### src/rtl/expr_seq.sv
// Streaming evaluator for "d(+|*)d...=" expressions over ASCII characters.
// '*' binds tighter than '+'; arithmetic wraps at 2^RW; spaces are skipped.
module expr_seq #(
  parameter int unsigned RW = 16
) (
  input  logic          clk,
  input  logic          clr,
  input  logic          in_valid,
  output logic          in_ready,
  input  logic [7:0]    in_data,
  output logic          res_valid,
  input  logic          res_ready,
  output logic [RW-1:0] result,
  output logic          res_err,
  output logic          busy
);

  typedef enum logic [1:0] {StExpNum, StExpOp, StErr, StReport} state_e;

  state_e        state_q, state_d;
  logic [RW-1:0] s_q, s_d;
  logic [RW-1:0] t_q, t_d;
  logic          m_q, m_d;
  logic [RW-1:0] result_q, result_d;
  logic          err_q, err_d;
  // Set once a digit has been taken, so busy can tell a fresh EXP_NUM from one after '+'.
  logic          started_q, started_d;

  logic          accept;
  logic          is_space, is_digit, is_plus, is_mul, is_eq;
  logic [RW-1:0] dval;

  always_comb begin
    accept   = in_valid & in_ready;
    is_space = (in_data == 8'h20);
    is_digit = (in_data >= 8'h30) && (in_data <= 8'h39);
    is_plus  = (in_data == 8'h2b);
    is_mul   = (in_data == 8'h2a);
    is_eq    = (in_data == 8'h3d);
    dval     = {{(RW-4){1'b0}}, in_data[3:0]};
  end

  // State register
  always_ff @(posedge clk or negedge clr) begin
    if (!clr) begin
      state_q <= StExpNum;
    end else begin
      state_q <= state_d;
    end
  end

  // Next-state logic
  always_comb begin
    state_d = state_q;
    case (state_q)
      StExpNum: begin
        if (accept && !is_space) begin
          if (is_digit)   state_d = StExpOp;
          else if (is_eq) state_d = StReport;
          else            state_d = StErr;
        end
      end
      StExpOp: begin
        if (accept && !is_space) begin
          if (is_plus || is_mul) state_d = StExpNum;
          else if (is_eq)        state_d = StReport;
          else                   state_d = StErr;
        end
      end
      StErr: begin
        if (accept && is_eq) state_d = StReport;
      end
      StReport: begin
        if (res_ready) state_d = StExpNum;
      end
      default: state_d = StExpNum;
    endcase
  end

  // Datapath registers
  always_ff @(posedge clk or negedge clr) begin
    if (!clr) begin
      s_q       <= '0;
      t_q       <= '0;
      m_q       <= 1'b0;
      result_q  <= '0;
      err_q     <= 1'b0;
      started_q <= 1'b0;
    end else begin
      s_q       <= s_d;
      t_q       <= t_d;
      m_q       <= m_d;
      result_q  <= result_d;
      err_q     <= err_d;
      started_q <= started_d;
    end
  end

  always_comb begin
    s_d       = s_q;
    t_d       = t_q;
    m_d       = m_q;
    result_d  = result_q;
    err_d     = err_q;
    started_d = started_q;
    case (state_q)
      StExpNum: begin
        if (accept && !is_space) begin
          if (is_digit) begin
            t_d       = m_q ? t_q * dval : dval;
            m_d       = 1'b0;
            started_d = 1'b1;
          end else if (is_eq) begin
            result_d = '0;
            err_d    = 1'b1;
          end
        end
      end
      StExpOp: begin
        if (accept && !is_space) begin
          if (is_plus) begin
            s_d = s_q + t_q;
            t_d = '0;
          end else if (is_mul) begin
            m_d = 1'b1;
          end else if (is_eq) begin
            result_d = s_q + t_q;
            err_d    = 1'b0;
          end
        end
      end
      StErr: begin
        if (accept && is_eq) begin
          result_d = '0;
          err_d    = 1'b1;
        end
      end
      StReport: begin
        if (res_ready) begin
          s_d       = '0;
          t_d       = '0;
          m_d       = 1'b0;
          started_d = 1'b0;
        end
      end
      default: ;
    endcase
  end

  // Outputs
  always_comb begin
    in_ready  = (state_q != StReport);
    res_valid = (state_q == StReport);
    busy      = (state_q != StExpNum) || started_q;
    result    = result_q;
    res_err   = err_q;
  end

endmodule

### config.mk
export PLATFORM = sky130hd
export DESIGN_NAME = expr_seq
export DESIGN_NICKNAME = d
export VERILOG_FILES = /design/src/rtl/expr_seq.sv
export SDC_FILE = /design/constraint.sdc
export NUM_CORES = 1
export LEC_CHECK = 0
export CAP_MARGIN = 20
export CORE_UTILIZATION = 54
export DETAILED_ROUTE_END_ITERATION = 10
export MAX_ROUTING_LAYER = met4
export PLACE_DENSITY = 0.85
export SLEW_MARGIN = 15
export SYNTH_ARGS = -nofsm -noshare
export SYNTH_HDL_FRONTEND = slang
export SYNTH_SLANG_ARGS = --single-unit
### constraint.sdc
create_clock -name clk -period 3.1 [get_ports clk]
set_input_delay 0.31 -clock clk [delete_from_list [all_inputs] [get_ports clk]]
set_output_delay 0.31 -clock clk [all_outputs]
set_load 0.005 [all_outputs]
==> results_dict.tcl, run 1 <==
set metrics [dict create \
    die_h_um 93.8 \
    yosysSeqAreaShare_pct 29.1 \
    p_comb_share_pct 41.0 \
    cp-start-kind "register" \
    cts_hold_buf 0 \
    slew_headroom_pct 57.8 \
    clock_sinks 53 \
    pwr-share-seq_pct 39.0 \
    gp_congestion 0.946 \
    synthTopCellsByArea "dfrtp_1, fa_1, ha_1" \
    nFillCells 608 \
    drive_gt1_share_pct 22.8 \
    dieArea_um2 8800 \
    arrival_ns 3.45 \
    sw_frac_of_total_pct 36.9 \
    yosys.area.top_type "dfrtp_1" \
    min_period_ns 3.25 \
    drt_wl_total_um 11900 \
    synth-seq-cells 53 \
    dp_cells 692 \
    clock_power_share_pct 20.0 \
    fin_cells 709 \
    placed_cell_area_um2 5450 \
    mostFrequentLayoutCell "nand2_1" \
    htree_num_levels 2 \
    most-common-layout-cells "nand2_1, buf_4, dfrtp_1" \
    post-route-period-util_pct 105 \
    synth_nets 593 \
    peakVddDrop_v 0.000241 \
    power_density_nw_per_um2 354 \
    hold_viol 0 \
    skew_ns 0.00677 \
    antenna_found_initial 0 \
    grt_pass1_wl_um 19700 \
    via_per_inst 5.79 \
    rows 33 \
    drtIter0Drc 291 \
    port_buffers 31 \
    yosysWarningCount 0 \
    syn_area_per_cell_um2 8.68 \
    status "complete, but fails checks" \
    setup_slack_ns -0.146 \
    fmax_ghz 0.308 \
    worstSetupPathType "register to register" \
    grt_max_degree 30 \
    initial_core_util_pct 55.7 \
    cts_tree "done" \
    io_pins 32 \
    dp_hpwl_um 9050 \
    die_x_um 93.8 \
    ant_nets 0 \
    grt_util_all_layers_pct 29.5 \
    grt-ovfl-total 0 \
    cap_violations 0 \
    synth_cell_types 53 \
    cts_buffers 5 \
    ys_async_sr_fraction_pct 100 \
    ys.flop_type "dfrtp_1" \
    cp.required_ns 3.30 \
    clk_pin_slew_ns 0.10 \
    intPower_mw 1.29 \
    finalMaxSlewViolations 0 \
    synth_edf_count 0 \
    antenna_cells 0 \
    synthCells 524 \
    num_vias 4106 \
    yosys.area.top_type_share_pct 29.1 \
    min-delay-path-class "input port to asynchronous set/reset pin" \
    failed_checks "negative setup slack" \
    critPathSlowestCell "fa_1" \
    grt_pass1_vias 4194 \
    drt-pass1-iter-count 5 \
    areaGrowthSynthToFinish_pct 26.9 \
    path_max_fanout 4 \
    rsz0062_at_grt "yes" \
    drc 0 \
    post-route-cell-area_um2 5780 \
    cts_max_path_buffers 2 \
    p_leak_nw 2.71 \
    syn_area_um2 4550 \
    clk_latency_ns 0.31 \
    endpoint_kind "register" \
    setup-violations-final 6 \
    cp_common_cell "fa_1" \
    worst_pin_slew_ns 0.628 \
    wl_per_cell_um 16.7 \
    core_region_area_um2 8180 \
    critical-path-max-stage-delay_ns 0.54 \
    root_buffer "clkbuf_8" \
    layout.nets 672 \
    crit_chain "and2_4 > fa_1 > inv_1 > fa_1 > inv_2 > ha_4 > a21o_1 > a211oi_2 > nor2_1 > or3_1 > o22a_1 > xnor2_1 > o21ai_1" \
    switchingPower_mw 0.754 \
]
[path summary, 6_finish.rpt]
path,start,endpoint,slack (ns),cells after the start
worst min-delay path,clr,result[9],0.009,1
worst min register to register,result[5],result[5],0.49,2
min in group clk,in_data[2],t_q[2],0.40,3
max in group asynchronous,clr,s_q[13],2.31,2
worst max register to register,t_q[7],t_q[15],-0.15,13
worst max-delay path,t_q[7],t_q[15],-0.15,13
[power by group through the flow]
stage          Combinational [mW]  Clock [mW]  Sequential (mW)
3_5_place_dp                0.735           0            0.809
3_3_place_gp                0.693           0            0.806
6_report                    0.840       0.409            0.797
5_1_grt                     0.925       0.446            0.805
4_1_cts                     0.750       0.415            0.795
2_1_floorplan               0.492           0            0.782
[per-layer routing]
metal  part of all wire (%)  vias up  GRT usage (%)  routed length [um]
met5                      0        -              -                   0
met4                    2.5        0           8.21                 299
met3                    4.4       30           3.48                 524
met2                     52      135           51.7                6150
met1                     41     1995           36.0                4880
li1                       -     1946              -                   -
[timing repair]
action                                  4_1_cts  5_1_grt
endpoints found under the setup margin        9       11
pin swaps                                    23       37
setup buffers                                 5        4
gates resized for setup                      21       34
[sequential cells by signal, indices dropped and copies added, names as in the netlist]
register	cells
state_q	2
m_q	1
s_q	16
t_q	16
started_q	1
res_err	1
result	16
[layout make-up]
class / instances / area [um^2] / share of cell area (%)
Clock inverter: 3 / 21.3 / 0.368
Clock buffer: 5 / 68.8 / 1.19
Multi-Input combinational cell: 395 / 3240 / 56.2
Timing Repair Buffer: 94 / 782 / 13.5
Tap cell: 105 / 131 / 2.27
Sequential cell: 53 / 1330 / 23.0
Inverter: 54 / 203 / 3.51
[kinds of logic (layout without fill, tap and decap cells)]
logic type,count (synthesis),after routing,synth area share (%)
and+or+nand+nor,185,185,19.8
AOI/OAI and AO/OA,122,122,18.3
buffers and inverters,76,156,6.43
adders and majority gates,57,57,20.0
DFF,53,53,29.1
xor gates and xnor gates,27,27,5.50
muxes,4,4,0.880
[cells in the mapped netlist, types with 4 or more instances]
library cell,count
o31ai_1,15
nand2_1,76
and2_1,37
nor2b_1,5
mux2i_1,4
clkbuf_1,16
nor3_1,7
o21ai_0,32
ha_1,31
o21a_1,7
a211oi_1,4
nand4_1,6
nand3_1,22
dfrtp_1,53
inv_1,54
xor2_1,11
a21o_1,9
nor2_1,18
a21oi_1,19
xnor2_1,15
a22o_1,5
fa_1,26
buf_2,6
[metrics by stage]
step	setup WS (ns)	hold WS [ns]	total power [mW]	setup TNS (ns)	util, %
finish	-0.146	0.00856	2.05	-0.561	70.7
global route	-0.269	0.0667	2.18	-1.61	70.7
CTS	-0.138	0.0373	1.96	-0.554	68.9
detailed placement	-0.741	0.379	1.54	-5.85	66.7
global placement	-0.690	0.361	1.50	-5.21	66.7
floorplan	-0.131	0.0144	1.27	-0.469	-
[worst max-delay path, delay by kind of cell, from the launching register on]
family          cells  cell delay [ns]
fa+ha+maj           3             1.24
compound gates      4             0.66
simple gates        3             0.55
flops               1             0.44
xor+xnor            1             0.14
buf+inv             2             0.10
(Power assumes the default switching activity.)
==> inputs of run 2 (changes only) <==
--- a/config.mk
+++ b/config.mk
@@ -6,10 +6,10 @@
 export NUM_CORES = 1
 export LEC_CHECK = 0
 export CAP_MARGIN = 20
-export CORE_UTILIZATION = 54
+export CORE_UTILIZATION = 60
 export DETAILED_ROUTE_END_ITERATION = 10
 export MAX_ROUTING_LAYER = met4
-export PLACE_DENSITY = 0.85
+export PLACE_DENSITY = 0.89
 export SLEW_MARGIN = 15
 export SYNTH_ARGS = -nofsm -noshare
 export SYNTH_HDL_FRONTEND = slang
==> constraint.sdc (replaced) <==
create_clock -name clk -period 3.2 [get_ports clk]
set_input_delay 0.32 -clock clk [delete_from_list [all_inputs] [get_ports clk]]
set_output_delay 0.32 -clock clk [all_outputs]
set_load 0.005 [all_outputs]
==> run 2 against run 1 <==
Effect of this change: the run still ends with negative setup slack left; via count grew 3.4%; sequential share of layout area down 0.12 points; clock-buffer cell count grew 1; non-clock buffer count is 2 higher; design area grew 0.69%; die area decreased by 9.8%; critical path type unchanged; power up 4.1%; largest cell class unchanged; first-iteration DRC count shrank 14%; global-route usage is 4.8 points higher.
==> results_dict.tcl, run 2 (synthesis results as in run 1) <==
set metrics [dict create \
    drtIter0Drc 251 \
    regArea_um2 1330 \
    dp_hpwl_um 8830 \
    wl_per_cell_um 18.1 \
    reg2reg_depth 13 \
    arrival_ns 3.54 \
    status "complete, but fails checks" \
    ant_nets 0 \
    post-route-cell-area_um2 5820 \
    cts_tree "done" \
    min_period_ns 3.32 \
    worst_pin_slew_ns 0.972 \
    layout.nets 674 \
    skew_ns 0.00829 \
    clk_pin_slew_ns 0.10 \
    peakVddDrop_v 0.000177 \
    grt-ovfl-total 0 \
    rsz0062_at_grt "yes" \
    gp_congestion 0.961 \
    root_buffer "clkbuf_8" \
    r2r-start "t_q[7]" \
    cp-start-kind "register" \
    power_density_nw_per_um2 366 \
    fmax_ghz 0.301 \
    finalMaxSlewViolations 0 \
    mostFrequentLayoutCell "nand2_1" \
    via_per_inst 6.02 \
    cap_violations 0 \
    dieArea_um2 7940 \
    post-route-period-util_pct 104 \
    htree_num_levels 2 \
    antenna_cells 0 \
    grt_util_all_layers_pct 34.3 \
    reg2reg_slack_ns -0.12 \
    antenna_found_initial 0 \
    nFillCells 463 \
    pre_cts_slack_ns -0.674 \
    slew_headroom_pct 35.2 \
    clk_latency_ns 0.32 \
    rows 31 \
    worstSetupPathType "register to register" \
    reg2reg_to "t_q[15]" \
    drt-pass1-iter-count 5 \
    areaGrowthSynthToFinish_pct 27.8 \
    multi_input_area_um2 3230 \
    drive_gt1_share_pct 23.9 \
    critPathCapture "t_q[15]" \
    grt_pass1_wl_um 19900 \
    endpoint_kind "register" \
    drc 0 \
    failed_checks "negative setup slack" \
    fin_util_pct 79.8 \
    placed_cell_area_um2 5400 \
    num_vias 4247 \
    cts_max_path_buffers 2 \
    port_buffers 31 \
    setup_slack_ns -0.121 \
    io_pins 32 \
    die_x_um 89.1 \
    startpoint "t_q[7]" \
    grt_pass1_vias 4256 \
    drt_wl_total_um 12800 \
    initial_core_util_pct 62.4 \
    p_leak_nw 2.71 \
    die_h_um 89.1 \
    cp.required_ns 3.42 \
    core_region_area_um2 7290 \
    setup-violations-final 6 \
    grt_max_degree 41 \
    hold_viol 0 \
    cts_buffers 5 \
    min-delay-path-class "input port to asynchronous set/reset pin" \
    most-common-layout-cells "nand2_1, buf_4, dfrtp_1" \
    clock_sinks 53 \
    path_max_fanout 4 \
]
==> run 2: worst min-delay path by stage <==
| stage | from | to | slack (ns) | depth (start not counted) |
|---|---|---|---|---|
| final | clr | result[6] | 0.15 | 1 |
| after global placement | result[0] | result[0] | 0.46 | 2 |
| after CTS | clr | s_q[14] | 0.17 | 1 |
| after floorplan | clr | m_q | 0.02 | 0 |
| after detailed placement | result[3] | result[3] | 0.47 | 2 |
| after global routing | clr | s_q[13] | 0.23 | 1 |
==> run 2: critical path: stages, from the launching register on <==
cell and delay [ns]:
dfrtp_1 0.46, and2_4 0.18, fa_1 0.53, inv_1 0.05
fa_1 0.52, inv_2 0.07, ha_4 0.22, a21o_1 0.21
a211oi_2 0.18, nor2_1 0.08, or3_1 0.31, o22a_1 0.19
xnor2_1 0.16, o21ai_1 0.07
==> run 2: per-stage QoR <==
stage | std cells | setup TNS (ns) | hold slack, ns | power (mW)
floorplan | 524 | -0.0717 | 0.0244 | 1.23
global placement | 682 | -4.28 | 0.460 | 1.46
detailed placement | 682 | -5.02 | 0.471 | 1.51
CTS | 700 | -0.0937 | 0.169 | 2.05
global route | 705 | -1.15 | 0.227 | 2.25
finish | 705 | -0.340 | 0.149 | 2.13
==> run 2: metal layers <==
metal / share of wire [%] / global-route usage, %
met1: 40 / 40.5
met2: 51 / 56.3
met3: 5.2 / 5.91
met4: 3.6 / 17.9
met5: 0 / -
==> run 2: power by group <==
group          switching, mW  internal [mW]  leakage [nW]
sequential            0.0676          0.710         0.713
combinational          0.440          0.417          1.94
clock                  0.240          0.255        0.0574
total                  0.748           1.38          2.71
==> run 2: layout make-up <==
type                       count  area share [%]
clock buffer                   6            1.42
clock inverter                 2           0.645
inverter                      54            3.48
multi-input combinational    395            55.6
sequential                    53            22.8
tap                           99            2.13
timing repair buffer          96            13.9
==> run 2: repair_timing <==
item / in CTS / in global routing
gates cloned: 1 / 0
hold buffers: 0 / 0
buffers inserted: 9 / 5
setup endpoints to repair: 9 / 9
pin swaps: 22 / 42
resized for setup: 24 / 40
